### config.mk
export PLATFORM = sky130hd
export DESIGN_NAME = mem_bus_arbiter
export DESIGN_NICKNAME = d
export VERILOG_FILES = /design/src/rtl/mem_bus_arbiter.sv
export SDC_FILE = /design/constraint.sdc
export NUM_CORES = 1
export LEC_CHECK = 0
export ABC_AREA = 0
export BUFFER_PORTS_ARGS = -buffer_cell sky130_fd_sc_hd__buf_2
export CAP_MARGIN = 20
export CORE_MARGIN = 2
export CORE_UTILIZATION = 42
export CTS_CLUSTER_SIZE = 25
export DETAILED_ROUTE_END_ITERATION = 6
export GPL_TIMING_DRIVEN = 0
export PLACE_DENSITY = 0.81
export SYNTH_ARGS = -nofsm -noshare
export SYNTH_HDL_FRONTEND = slang
export SYNTH_SLANG_ARGS = --single-unit
### constraint.sdc
create_clock -name clk -period 4.59 [get_ports clk]
set_input_delay 0.6885 -clock clk [delete_from_list [all_inputs] [get_ports clk]]
set_output_delay 0.6885 -clock clk [all_outputs]
set_load 0.02 [all_outputs]
### src/rtl/mem_bus_arbiter.sv
// Round-robin arbiter sharing one data-memory port between the CPU and the FPGA I/O block.
// One access per grant (IDLE -> ACC -> DONE); a hung memory is cut off after TIMEOUT wait cycles.
module mem_bus_arbiter #(
    parameter int ADDR_W  = 32,
    parameter int DATA_W  = 32,
    parameter int TIMEOUT = 16
) (
    input  logic              clk,
    input  logic              rst,
    input  logic              cpu_req,
    input  logic              cpu_wen,
    input  logic [ADDR_W-1:0] cpu_addr,
    input  logic [DATA_W-1:0] cpu_wdata,
    output logic [DATA_W-1:0] cpu_rdata,
    output logic              cpu_ack,
    input  logic              fpga_req,
    input  logic              fpga_wen,
    input  logic [ADDR_W-1:0] fpga_addr,
    input  logic [DATA_W-1:0] fpga_wdata,
    output logic [DATA_W-1:0] fpga_rdata,
    output logic              fpga_ack,
    output logic              err,
    output logic              mem_en,
    output logic              mem_wen,
    output logic [ADDR_W-1:0] mem_addr,
    output logic [DATA_W-1:0] mem_wdata,
    input  logic [DATA_W-1:0] mem_rdata,
    input  logic              mem_ready,
    output logic [1:0]        owner
);

    localparam int CNT_W = (TIMEOUT > 1) ? $clog2(TIMEOUT) : 1;
    localparam logic [CNT_W-1:0] CNT_LIMIT = CNT_W'(TIMEOUT - 1);

    // Encoding doubles as the owner output.
    typedef enum logic [1:0] {
        IDLE     = 2'b00,
        CPU_ACC  = 2'b01,
        FPGA_ACC = 2'b10,
        DONE     = 2'b11
    } state_t;

    state_t            state_q, state_d;
    logic              last_fpga_q, last_fpga_d;
    logic [CNT_W-1:0]  cnt_q, cnt_d;
    logic              mem_en_q, mem_en_d;
    logic              mem_wen_q, mem_wen_d;
    logic [ADDR_W-1:0] mem_addr_q, mem_addr_d;
    logic [DATA_W-1:0] mem_wdata_q, mem_wdata_d;
    logic              cpu_ack_q, cpu_ack_d;
    logic              fpga_ack_q, fpga_ack_d;
    logic              err_q, err_d;
    logic [DATA_W-1:0] cpu_rdata_q, cpu_rdata_d;
    logic [DATA_W-1:0] fpga_rdata_q, fpga_rdata_d;
    logic              finish;
    logic [DATA_W-1:0] resp;

    always_ff @(posedge clk or posedge rst) begin
        if (rst) begin
            state_q      <= IDLE;
            last_fpga_q  <= 1'b1;
            cnt_q        <= '0;
            mem_en_q     <= 1'b0;
            mem_wen_q    <= 1'b0;
            mem_addr_q   <= '0;
            mem_wdata_q  <= '0;
            cpu_ack_q    <= 1'b0;
            fpga_ack_q   <= 1'b0;
            err_q        <= 1'b0;
            cpu_rdata_q  <= '0;
            fpga_rdata_q <= '0;
        end else begin
            state_q      <= state_d;
            last_fpga_q  <= last_fpga_d;
            cnt_q        <= cnt_d;
            mem_en_q     <= mem_en_d;
            mem_wen_q    <= mem_wen_d;
            mem_addr_q   <= mem_addr_d;
            mem_wdata_q  <= mem_wdata_d;
            cpu_ack_q    <= cpu_ack_d;
            fpga_ack_q   <= fpga_ack_d;
            err_q        <= err_d;
            cpu_rdata_q  <= cpu_rdata_d;
            fpga_rdata_q <= fpga_rdata_d;
        end
    end

    always_comb begin
        state_d      = state_q;
        last_fpga_d  = last_fpga_q;
        cnt_d        = cnt_q;
        mem_en_d     = mem_en_q;
        mem_wen_d    = mem_wen_q;
        mem_addr_d   = mem_addr_q;
        mem_wdata_d  = mem_wdata_q;
        cpu_ack_d    = 1'b0;
        fpga_ack_d   = 1'b0;
        err_d        = 1'b0;
        cpu_rdata_d  = cpu_rdata_q;
        fpga_rdata_d = fpga_rdata_q;
        finish       = 1'b0;
        resp         = '0;

        case (state_q)
            IDLE: begin
                // On a tie the requester not served last wins.
                if (cpu_req && (!fpga_req || last_fpga_q)) begin
                    state_d     = CPU_ACC;
                    last_fpga_d = 1'b0;
                    mem_en_d    = 1'b1;
                    mem_wen_d   = cpu_wen;
                    mem_addr_d  = cpu_addr;
                    mem_wdata_d = cpu_wdata;
                    cnt_d       = '0;
                end else if (fpga_req) begin
                    state_d     = FPGA_ACC;
                    last_fpga_d = 1'b1;
                    mem_en_d    = 1'b1;
                    mem_wen_d   = fpga_wen;
                    mem_addr_d  = fpga_addr;
                    mem_wdata_d = fpga_wdata;
                    cnt_d       = '0;
                end
            end
            CPU_ACC, FPGA_ACC: begin
                if (mem_ready) begin
                    finish = 1'b1;
                    resp   = mem_wen_q ? '0 : mem_rdata;
                end else if (cnt_q == CNT_LIMIT) begin
                    finish = 1'b1;
                    err_d  = 1'b1;
                end else begin
                    cnt_d = cnt_q + 1'b1;
                end
                if (finish) begin
                    state_d  = DONE;
                    mem_en_d = 1'b0;
                    if (state_q == CPU_ACC) begin
                        cpu_ack_d   = 1'b1;
                        cpu_rdata_d = resp;
                    end else begin
                        fpga_ack_d   = 1'b1;
                        fpga_rdata_d = resp;
                    end
                end
            end
            DONE: begin
                state_d = IDLE;
            end
            default: begin
                state_d = IDLE;
            end
        endcase
    end

    assign owner      = state_q;
    assign mem_en     = mem_en_q;
    assign mem_wen    = mem_wen_q;
    assign mem_addr   = mem_addr_q;
    assign mem_wdata  = mem_wdata_q;
    assign cpu_ack    = cpu_ack_q;
    assign fpga_ack   = fpga_ack_q;
    assign err        = err_q;
    assign cpu_rdata  = cpu_rdata_q;
    assign fpga_rdata = fpga_rdata_q;

endmodule
==> metrics.md, run 1 <==
| Metric | Value |
|---|---|
| Vias | `between 5000 and 6000` |
| Gpl congestion | `about 0.96` |
| Largest net degree at the start of global routing | `87` |
| Unrepaired setup endpoints after global routing | `no` |
| Delay-heaviest family, CP | `buffers and inverters` |
| Sink Count | `140` |
| Number of nets with antenna violations after routing | `0` |
| Hold buffers post-CTS | `0` |
| Pwr dens | `720 mW/mm^2` |
| Syn Inst Count | `601` |
| HP Class | `input port to async pin` |
| N_diodes | `0` |
| Die height | `between 100 and 150 microns` |
| Worst-path clk slew | `60 ps` |
| Final cell count without fillers | `1121` |
| LEAKAGE | `between 4 and 5 nW` |
| Mapped cell area | `around 0.0065 sq mm` |
| Yosys top cell area share | `a little over half` |
| Vias in the first global route | `5877` |
| Share of cells above drive strength 1 | `42.2%` |
| Worst path required time | `between 4000 and 5000 ps` |
| Area occupied by registers | `0.00350 sq mm` |
| Post-synth EDFFs | `0` |
| Fmax achieved | `~460 MHz` |
| CTS Buf Count | `17` |
| MaxCap Viol Count | `0` |
| Grt ovf | `0` |
| Routed wire length | `20000 microns` |
| Worst slack, placed | `2320 ps` |
| Via density | `approximately 5.3` |
| DR WL/cell | `roughly 18 microns` |
| Library cells used by synthesis | `42` |
| Most numerous cell in the Yosys netlist | `dfrtp_1` |
| Initial Util | `42.7%` |
| Clock latency at the later pin of the worst-skew pair | `around 410 ps` |
| Worst path slowest cell | `nor3_4` |
| Initial antenna violation count | `0` |
| Status | `completed` |
| #FFs+latches synth | `140` |
| Min cycle time layout | `2190 ps` |
| Critical path endpoint category | `flip-flop` |
| Layout Nets | `between 1000 and 1500` |
| Worst R2R Start | `owner[0]` |
| Critical Path Source | `owner[0]` |
| Max incr delay on CP | `~400 ps` |
| Drc violations | `0` |
| Slew @ Worst Pin | `728 ps` |
| Root buffer cell | `clkbuf_16` |
| Async set-reset flop share out of synthesis | `100%` |
| Die area | `approximately 0.016 sq mm` |
| Fin worst setup slack | `around 2400 ps` |
| CTS tree | `yes` |
| Startpoint types | `flip-flop` |
| Final hold violation count | `0` |
| CP Max Fanout | `10` |
| First-pass GRT wire length | `between 30000 and 40000 microns` |
| Slew headroom | `between 50% and 60%` |
| Peak supply drop | `just over 0.3 mV` |
| Yosys warns | `0` |
| Finish-stage setup viols | `0` |
| Crit path arrival time | `between 2000 and 2500 ps` |
| Clock Skew | `about 7 ps` |
| CP cell instances | `inv_1, ha_1, buf_2, inv_2, nor3_4, buf_4, mux2_1` |
| Cell taking the most area after synthesis | `dfrtp_1` |
| GRT Total Usage | `between 20% and 30%` |
| Slew Viols, Final | `0` |
| Avg Synthesized Cell Area | `10.8 sq um` |
| Site Rows | `45` |
| Post-synthesis sequential area ratio | `around 54%` |
| Setup Fix Bufs, Post-CTS | `0` |
| Initial drt markers | `a little over 300` |
| IO Count | `302` |
| Syn-to-layout area delta | `35.8%` |
| Pre-antenna DRT Iters | `5` |
| Dpl cells | `1090` |
| Path type of the worst setup path | `flip-flop to flip-flop` |
| Buffers & Inverters on Critical Path | `4` |
| Post-DP HPWL | `around 15000 microns` |
| Synth Flop Type | `dfrtp_1` |
| CTS max path bufs | `2` |
| Synth top cells by count | `dfrtp_1 (139), nand3_1 (70), nor2_1 (68), a31oi_1 (66), o21ai_0 (55)` |
| Width of the die | `~130 microns` |
| Mapped Nets | `about 770` |
| Top post-synthesis cells by area | `dfrtp_1 (54%), mux2_4 (6.7%), a31oi_1 (6.4%)` |
| Fin crit share | `47.7%` |
| Post-CTS sizing | `0` |
| Footprint of the multi-input gates | `approximately 0.0027 sq mm` |
| H-tree levels | `4` |
| Port Buf Inserts | `300` |
| Core Area | `around 0.015 sq mm` |
| Fill cells | `1299` |
==> through the flow <==
step | instance area [sq um] | power (W) | hold WS (ps) | util (%) | setup TNS [ps]
finish | 8790 | 0.00632 | 327 | 58.0 | 0
global route | 8790 | 0.00671 | 357 | 58.0 | 0
CTS | 8790 | 0.00637 | 334 | 58.0 | 0
detailed placement | 8240 | 0.00508 | 469 | 54.4 | 0
global placement | 8210 | 0.00500 | 462 | 54.2 | -196820
floorplan | 6470 | 0.00403 | 508 | - | 0
==> cells in the final DEF (no fill, tap or decap), drive strengths merged, types with 3 or more instances in the layout <==
cell	count
a31oi	67
clkinv	4
mux2	64
clkinvlp	5
clkbuf	50
and2	32
ha	3
dfrtp	139
inv	8
nand3	70
buf	325
o21ai	70
a21oi	3
nor2	68
==> path summary, 6_finish.rpt <==
kind	end	slack (ps)	cells past startpoint
hold reg to reg	fpga_rdata[23]	480	1
min in group clk	fpga_rdata[23]	480	1
setup / recovery	fpga_rdata[17]	2400	7
setup reg to reg	fpga_rdata[17]	2400	7
max in group asynchronous	cpu_rdata[22]	3460	3
hold / removal	mem_wdata[21]	330	2
==> kinds of logic (layout without fill, tap and decap cells) <==
kind of cell               count (synthesis)  in the layout  synth area share (%)
adders and majority gates                  3              3                 0.580
AOI/OAI and AO/OA                        148            148                  13.3
buffers and inverters                     61            393                  4.85
muxes                                     64             64                  12.8
and+or+nand+nor                          185            185                  14.3
DFF                                      140            140                  54.1
==> area by class of cell <==
| class | count | share of cell area (%) |
|---|---|---|
| plain buffers | 56 | 3.36 |
| clock buffers | 18 | 4.88 |
| clock inverters | 13 | 1.34 |
| inverters | 5 | 0.271 |
| multi-input cells | 400 | 30.2 |
| flip-flops and latches | 140 | 39.9 |
| well taps | 188 | 2.68 |
| repair buffers | 301 | 17.4 |
==> metal layers <==
layer  track usage, %  vias to the layer above  share of wire [%]
li1                 -                     2807                  -
met1             28.2                     2823                 39
met2             42.3                      302                 50
met3             7.14                       44                8.0
met4             10.8                        0                3.2
met5                0                        -                  0
==> state kept, by name, indices dropped and copies added, names as in the netlist <==
name	cells
mem_en	1
mem_wen	1
err	1
cnt_q	4
last_fpga_q	1
cpu_ack	1
mem_wdata	32
owner	2
mem_addr	32
fpga_ack	1
fpga_rdata	32
cpu_rdata	32
==> power by group <==
part	internal [W]	switching, W
clock	0.000743	0.000526
combinational	0.00111	0.00182
sequential	0.00180	0.000315
No activity file was read; power rests on OpenSTA's default activity.
==> run 2: changes to the inputs <==
==> constraint.sdc (replaced) <==
create_clock -name clk -period 2 [get_ports clk]
set_input_delay 0.3 -clock clk [delete_from_list [all_inputs] [get_ports clk]]
set_output_delay 0.3 -clock clk [all_outputs]
set_load 0.02 [all_outputs]
==> run 2 against run 1 <==
Against the previous run:
- sequential share of layout area fell by 0.82 points
- count of clock-buffer cells in the layout rose by 1
- first-iteration DRC count rose by 14%
- non-clock buffer count rose by 11
- largest cell class unchanged
==> metrics.md, run 2 (synthesized netlist as in run 1, its figures left out) <==
| Metric | Value |
|---|---|
| Status | `completed (unchanged)` |
| Slew Viols, Final | `0 (unchanged)` |
| Peak supply drop | `0.735 mV (was 0.302 mV)` |
| Die height | `128 microns (unchanged)` |
| Gpl congestion | `0.894 (was 0.965)` |
| CTS tree | `yes (unchanged)` |
| Worst-path clk slew | `60 ps (about the same)` |
| Clock Skew | `11.6 ps (was 7.07 ps)` |
| Root buffer cell | `clkbuf_16 (unchanged)` |
| Worst slack, placed | `-244 ps (was 2320 ps)` |
| Final hold violation count | `0 (unchanged)` |
| Seq pwr share | `32.3% (was 33.5%)` |
| Site Rows | `45 (unchanged)` |
| Clock latency at the later pin of the worst-skew pair | `420 ps (was 410 ps)` |
| Path type of the worst setup path | `flip-flop to flip-flop (unchanged)` |
| DR WL/cell | `17.9 microns (was 17.8 microns)` |
| LEAKAGE | `4.50 nW (was 4.40 nW)` |
| Clock share of power | `20.8% (was 20.1%)` |
| Sink Count | `140 (unchanged)` |
| Width of the die | `128 microns (unchanged)` |
| Finish-stage setup viols | `0 (unchanged)` |
| Pre-antenna DRT Iters | `5 (unchanged)` |
| Combinational share of power | `46.9% (was 46.4%)` |
| Sw Share | `41.5% (was 42.1%)` |
| Fin worst setup slack | `57.9 ps (was 2400 ps)` |
| Die area | `0.0164 sq mm (unchanged)` |
| CP Max Fanout | `7 (was 10)` |
| Slew @ Worst Pin | `773 ps (was 728 ps)` |
| Fmax achieved | `515 MHz (was 457 MHz)` |
| Vias | `6055 (was 5976)` |
| Core Area | `0.0151 sq mm (unchanged)` |
| Share of cells above drive strength 1 | `43.6% (was 42.2%)` |
| Vias in the first global route | `5923 (was 5877)` |
| H-tree levels | `4 (unchanged)` |
| Initial Util | `42.7% (unchanged)` |
| PnR Total Power | `0.0150 W (was 0.00632 W)` |
| Startpoint types | `flip-flop (unchanged)` |
| Grt ovf | `0 (unchanged)` |
| CTS max path bufs | `2 (unchanged)` |
| Drc violations | `0 (unchanged)` |
| MaxCap Viol Count | `0 (unchanged)` |
| Core Util, Final | `59.2% (was 58.0%)` |
| Number of nets with antenna violations after routing | `0 (unchanged)` |
| Largest net degree at the start of global routing | `41 (was 87)` |
| Commonest non-fill, non-tap cell in the layout | `buf_2 (unchanged)` |
| Hold Worst Slack | `20.1 ps (was 327 ps)` |
| Worst path required time | `2290 ps (was 4880 ps)` |
| Post-DP HPWL | `15300 microns (about the same)` |
| Slew headroom | `48.4% (was 51.4%)` |
| Fin crit share | `97.1% (was 47.7%)` |
| Min cycle time layout | `1940 ps (was 2190 ps)` |
| First-pass GRT wire length | `31400 microns (was 30800 microns)` |
| Reg-to-reg setup timing slack | `60 ps (was 2400 ps)` |
| P_sw | `0.00624 W (was 0.00266 W)` |
| Initial drt markers | `347 (was 304)` |
| GRT Total Usage | `24.9% (was 24.4%)` |
| Initial antenna violation count | `1 (was 0)` |
| Cell-internal power | `0.00880 W (was 0.00366 W)` |
| CTS Buf Count | `17 (unchanged)` |
| Routed wire length | `20300 microns (was 20000 microns)` |
| Port Buf Inserts | `300 (unchanged)` |
| Layout Nets | `1102 (was 1091)` |
| Commonest non-fill, non-tap cells in the layout | `buf_2 (311), dfrtp_1 (139), nand3_1 (70) (was buf_2 (314), dfrtp_1 (139), nand3_1 (70))` |
| HP Class | `input port to async pin (unchanged)` |
| Crit path arrival time | `2230 ps (was 2470 ps)` |
| Syn-to-layout area delta | `38.6% (was 35.8%)` |
| Pwr dens | `1680 mW/mm^2 (was 720 mW/mm^2)` |
| Via density | `5.34 (was 5.33)` |
| Critical path endpoint category | `flip-flop (unchanged)` |
| IO Count | `302 (unchanged)` |
## run 2: stage by stage
stage               cells  instance area [sq um]  setup TNS, ps
detailed placement   1092                   8270          -6560
floorplan             601                   6480          -6710
finish               1133                   8970              0
global route         1132                   8970          -67.8
CTS                  1126                   8900              0
global placement     1089                   8210        -134910
## run 2: path summary, 6_finish.rpt
| path | from | end | depth (start not counted) |
|---|---|---|---|
| max in group asynchronous | rst | mem_wdata[27] | 4 |
| worst min register to register | fpga_rdata[5] | fpga_rdata[5] | 1 |
| worst max-delay path | owner[0] | fpga_rdata[11] | 9 |
| worst max register to register | owner[0] | fpga_rdata[11] | 9 |
| worst min-delay path | rst | cnt_q[0] | 2 |
| min in group clk | fpga_addr[13] | mem_addr[13] | 3 |
## run 2: cell type report
| class | count | area, sq um |
|---|---|---|
| repair buffers | 312 | 1630 |
| well taps | 188 | 235 |
| clock buffers | 19 | 443 |
| flip-flops and latches | 140 | 3500 |
| plain buffers | 56 | 325 |
| fillers | 1293 | 6170 |
| inverters | 5 | 22.5 |
| multi-input cells | 400 | 2670 |
| clock inverters | 12 | 139 |
| diodes | 1 | 2.50 |
## run 2: power by group through the flow
stage	clock (W)	sequential, W	combinational [W]
2_1_floorplan	0	0.00635	0.00289
3_3_place_gp	0	0.00482	0.00666
3_5_place_dp	0	0.00489	0.00678
4_1_cts	0.00316	0.00485	0.00691
5_1_grt	0.00330	0.00502	0.00760
6_report	0.00312	0.00486	0.00705
## run 2: layer usage
metal	GRT usage [%]	share of wire, %
met4	10.6	3.6
met2	42.7	49
met1	28.3	38
met5	0	0
met3	8.72	9.1
## run 2: worst max-delay path: stages, from the launching register on
cell     delay, ps
dfrtp_1        390
inv_1           60
ha_1           290
buf_6          120
inv_2           80
nor3_4         170
buf_6          150
buf_4          110
buf_4          120
mux2_2         330
## run 2: repair_timing
action / 4_1_cts / 5_1_grt
hold buffers: 0 / 0
endpoints found under the hold margin: 0 / 0
gates resized for setup: 6 / 16
buffers inserted: 3 / 6
pin swaps: 1 / 0
setup endpoints to repair: 39 / 87
==> run 3: changes to the inputs <==
--- a/config.mk
+++ b/config.mk
@@ -9,11 +9,12 @@
 export BUFFER_PORTS_ARGS = -buffer_cell sky130_fd_sc_hd__buf_2
 export CAP_MARGIN = 20
 export CORE_MARGIN = 2
-export CORE_UTILIZATION = 42
+export CORE_UTILIZATION = 44
+export CTS_BUF_LIST = sky130_fd_sc_hd__clkbuf_4
 export CTS_CLUSTER_SIZE = 25
 export DETAILED_ROUTE_END_ITERATION = 6
 export GPL_TIMING_DRIVEN = 0
-export PLACE_DENSITY = 0.81
+export PLACE_DENSITY = 0.84
 export SYNTH_ARGS = -nofsm -noshare
 export SYNTH_HDL_FRONTEND = slang
 export SYNTH_SLANG_ARGS = --single-unit
==> run 3 against run 2 <==
Against the previous run:
- total power shrank 9.9%
- core utilization grew 3.4 points
- clock skew grew 7.6 ps
- count of clock-buffer cells in the layout shrank 1
- combinational power is essentially flat
- routed wire length grew 5.8%
- via count grew 6.1%
- sequential share of layout area shrank 0.40 points
- sequential cell count is the same
- cell area grew 1.0%
- largest power group unchanged
- clock power shrank 47%
- die area shrank 4.4%
==> metrics.md, run 3 (synthesized netlist as in run 1, its figures left out) <==
| Metric | Value |
|---|---|
| HP Class | `input port to flip-flop (was input port to async pin)` |
| Critical Path Source | `owner[1] (was owner[0])` |
| Slew @ Worst Pin | `938 ps (was 773 ps)` |
| Via density | `5.49 (was 5.34)` |
| H-tree levels | `4 (unchanged)` |
| Commonest non-fill, non-tap cell in the layout | `buf_2 (unchanged)` |
| Gpl congestion | `0.946 (was 0.894)` |
| Pre-antenna DRT Iters | `5 (unchanged)` |
| Slew headroom | `37.3% (was 48.4%)` |
| PnR Total Power | `0.0136 W (was 0.0150 W)` |
| CTS Buf Count | `17 (unchanged)` |
| Finish-stage setup viols | `0 (unchanged)` |
| Status | `completed (unchanged)` |
| Share of cells above drive strength 1 | `41.3% (was 43.6%)` |
| Site Rows | `44 (was 45)` |
| Startpoint types | `flip-flop (unchanged)` |
| Initial antenna violation count | `2 (was 1)` |
| CP Max Fanout | `10 (was 7)` |
| Post-DP HPWL | `15400 microns (was 15300 microns)` |
| GRT Total Usage | `27.2% (was 24.9%)` |
| Sink Count | `140 (unchanged)` |
| First-pass GRT wire length | `33600 microns (was 31400 microns)` |
| CTS max path bufs | `2 (unchanged)` |
| Hold Path Depth | `3` |
| Hold Worst Slack | `47.4 ps (was 20.1 ps)` |
| Met3 Resource Use GR | `9.11% (was 8.72%)` |
| Vias | `6424 (was 6055)` |
| Clock Skew | `19.2 ps (was 11.6 ps)` |
| Worst path required time | `2400 ps (was 2290 ps)` |
| Peak supply drop | `0.888 mV (was 0.735 mV)` |
| Fin crit share | `94.8% (was 97.1%)` |
| Critical path endpoint category | `flip-flop (unchanged)` |
| Core Area | `0.0145 sq mm (was 0.0151 sq mm)` |
| Root buffer cell | `clkbuf_4 (was clkbuf_16)` |
| Port Buf Inserts | `300 (unchanged)` |
| Commonest non-fill, non-tap cells in the layout | `buf_2 (310), dfrtp_1 (139), nand3_1 (70) (was buf_2 (311), dfrtp_1 (139), nand3_1 (70))` |
| Crit path arrival time | `2290 ps (was 2230 ps)` |
| Width of the die | `125 microns (was 128 microns)` |
| Initial Util | `44.7% (was 42.7%)` |
| Grt ovf | `0 (unchanged)` |
| Fmax achieved | `527 MHz (was 515 MHz)` |
| Hold path startpoint | `cpu_wdata[20]` |
| Number of nets with antenna violations after routing | `0 (unchanged)` |
| Syn-to-layout area delta | `40.1% (was 38.6%)` |
| Die area | `0.0157 sq mm (was 0.0164 sq mm)` |
| Die height | `125 microns (was 128 microns)` |
| Vias in the first global route | `6471 (was 5923)` |
| Pwr dens | `1490 mW/mm^2 (was 1680 mW/mm^2)` |
| Clock latency at the later pin of the worst-skew pair | `520 ps (was 420 ps)` |
| CTS tree | `yes (unchanged)` |
| Worst-path clk slew | `120 ps (was 60 ps)` |
| Routing usage on met1 | `30.2% (was 28.3%)` |
| Final hold violation count | `0 (unchanged)` |
| Min cycle time layout | `1900 ps (was 1940 ps)` |
| Drc violations | `0 (unchanged)` |
| Initial drt markers | `415 (was 347)` |
| LEAKAGE | `4.53 nW (was 4.50 nW)` |
| Slew Viols, Final | `0 (unchanged)` |
| Worst R2R Start | `owner[1] (was owner[0])` |
| Worst r2r path cells | `8 (was 9)` |
| Routed wire length | `21500 microns (was 20300 microns)` |
| Layout Nets | `1144 (was 1102)` |
| Met2 layer usage reported by global route | `46.6% (was 42.7%)` |
| Path type of the worst setup path | `flip-flop to flip-flop (unchanged)` |
| IO Count | `302 (unchanged)` |
| MaxCap Viol Count | `0 (unchanged)` |
| GRT Max-Usage Layer | `met2 (unchanged)` |
| DR WL/cell | `18.3 microns (was 17.9 microns)` |
| Largest net degree at the start of global routing | `44 (was 41)` |
==> run 3: repair_timing <==
action	in CTS	in global routing
hold endpoints to repair	69	2
endpoints found under the setup margin	39	102
resized for setup	5	24
setup buffers	3	1
pin swaps	1	0
hold buffers	45	2
==> run 3: path summary, 6_finish.rpt <==
check | end | slack [ps]
min in group asynchronous | mem_wdata[21] | 520
min | mem_wdata[20] | 50
max | fpga_rdata[1] | 100
max in group asynchronous | last_fpga_q | 750
max reg2reg | fpga_rdata[1] | 100
min reg2reg | fpga_rdata[29] | 490
==> run 3: per-layer routing <==
| metal | part of all wire, % | up-vias |
|---|---|---|
| met4 | 5.2 | 0 |
| met3 | 8.8 | 79 |
| li1 | - | 2905 |
| met5 | 0 | - |
| met2 | 49 | 388 |
| met1 | 37 | 3052 |
==> run 3: through the flow <==
stage	setup WS [ps]	area, sq um	std cells	TNS [ps]	util (%)
floorplan	-48.3	6480	601	-6710	-
global placement	-955	8210	1085	-136520	56.7
CTS	28.4	8990	1167	0	62.1
finish	104	9060	1171	0	62.6
detailed placement	-212	8270	1088	-5550	57.1
global route	-1.22	9060	1170	-1.22	62.6
==> run 3: final cells by class <==
type / count / area, sq um
antenna: 1 / 2.50
buffer: 56 / 342
clock buffer: 18 / 135
clock inverter: 13 / 104
fill: 1164 / 5410
inverter: 5 / 22.5
multi-input combinational: 400 / 2660
sequential: 140 / 3500
tap: 184 / 230
timing repair buffer: 354 / 2070
==> run 3: power breakdown <==
| part | switching (W) | total, W | internal, W | leakage [nW] |
|---|---|---|---|---|
| logic | 0.00427 | 0.00705 | 0.00278 | 2.68 |
| clock network | 0.00104 | 0.00165 | 0.000606 | 0.122 |
| registers | 0.000733 | 0.00485 | 0.00412 | 1.73 |
==> run 3: worst max-delay path, cell delays in order, from the launching register on <==
cell and delay [ps]:
dfrtp_1 390, inv_1 70, ha_1 290, buf_6 130, inv_2 80, nor3_4 170
buf_6 160, buf_8 150, mux2_1 340
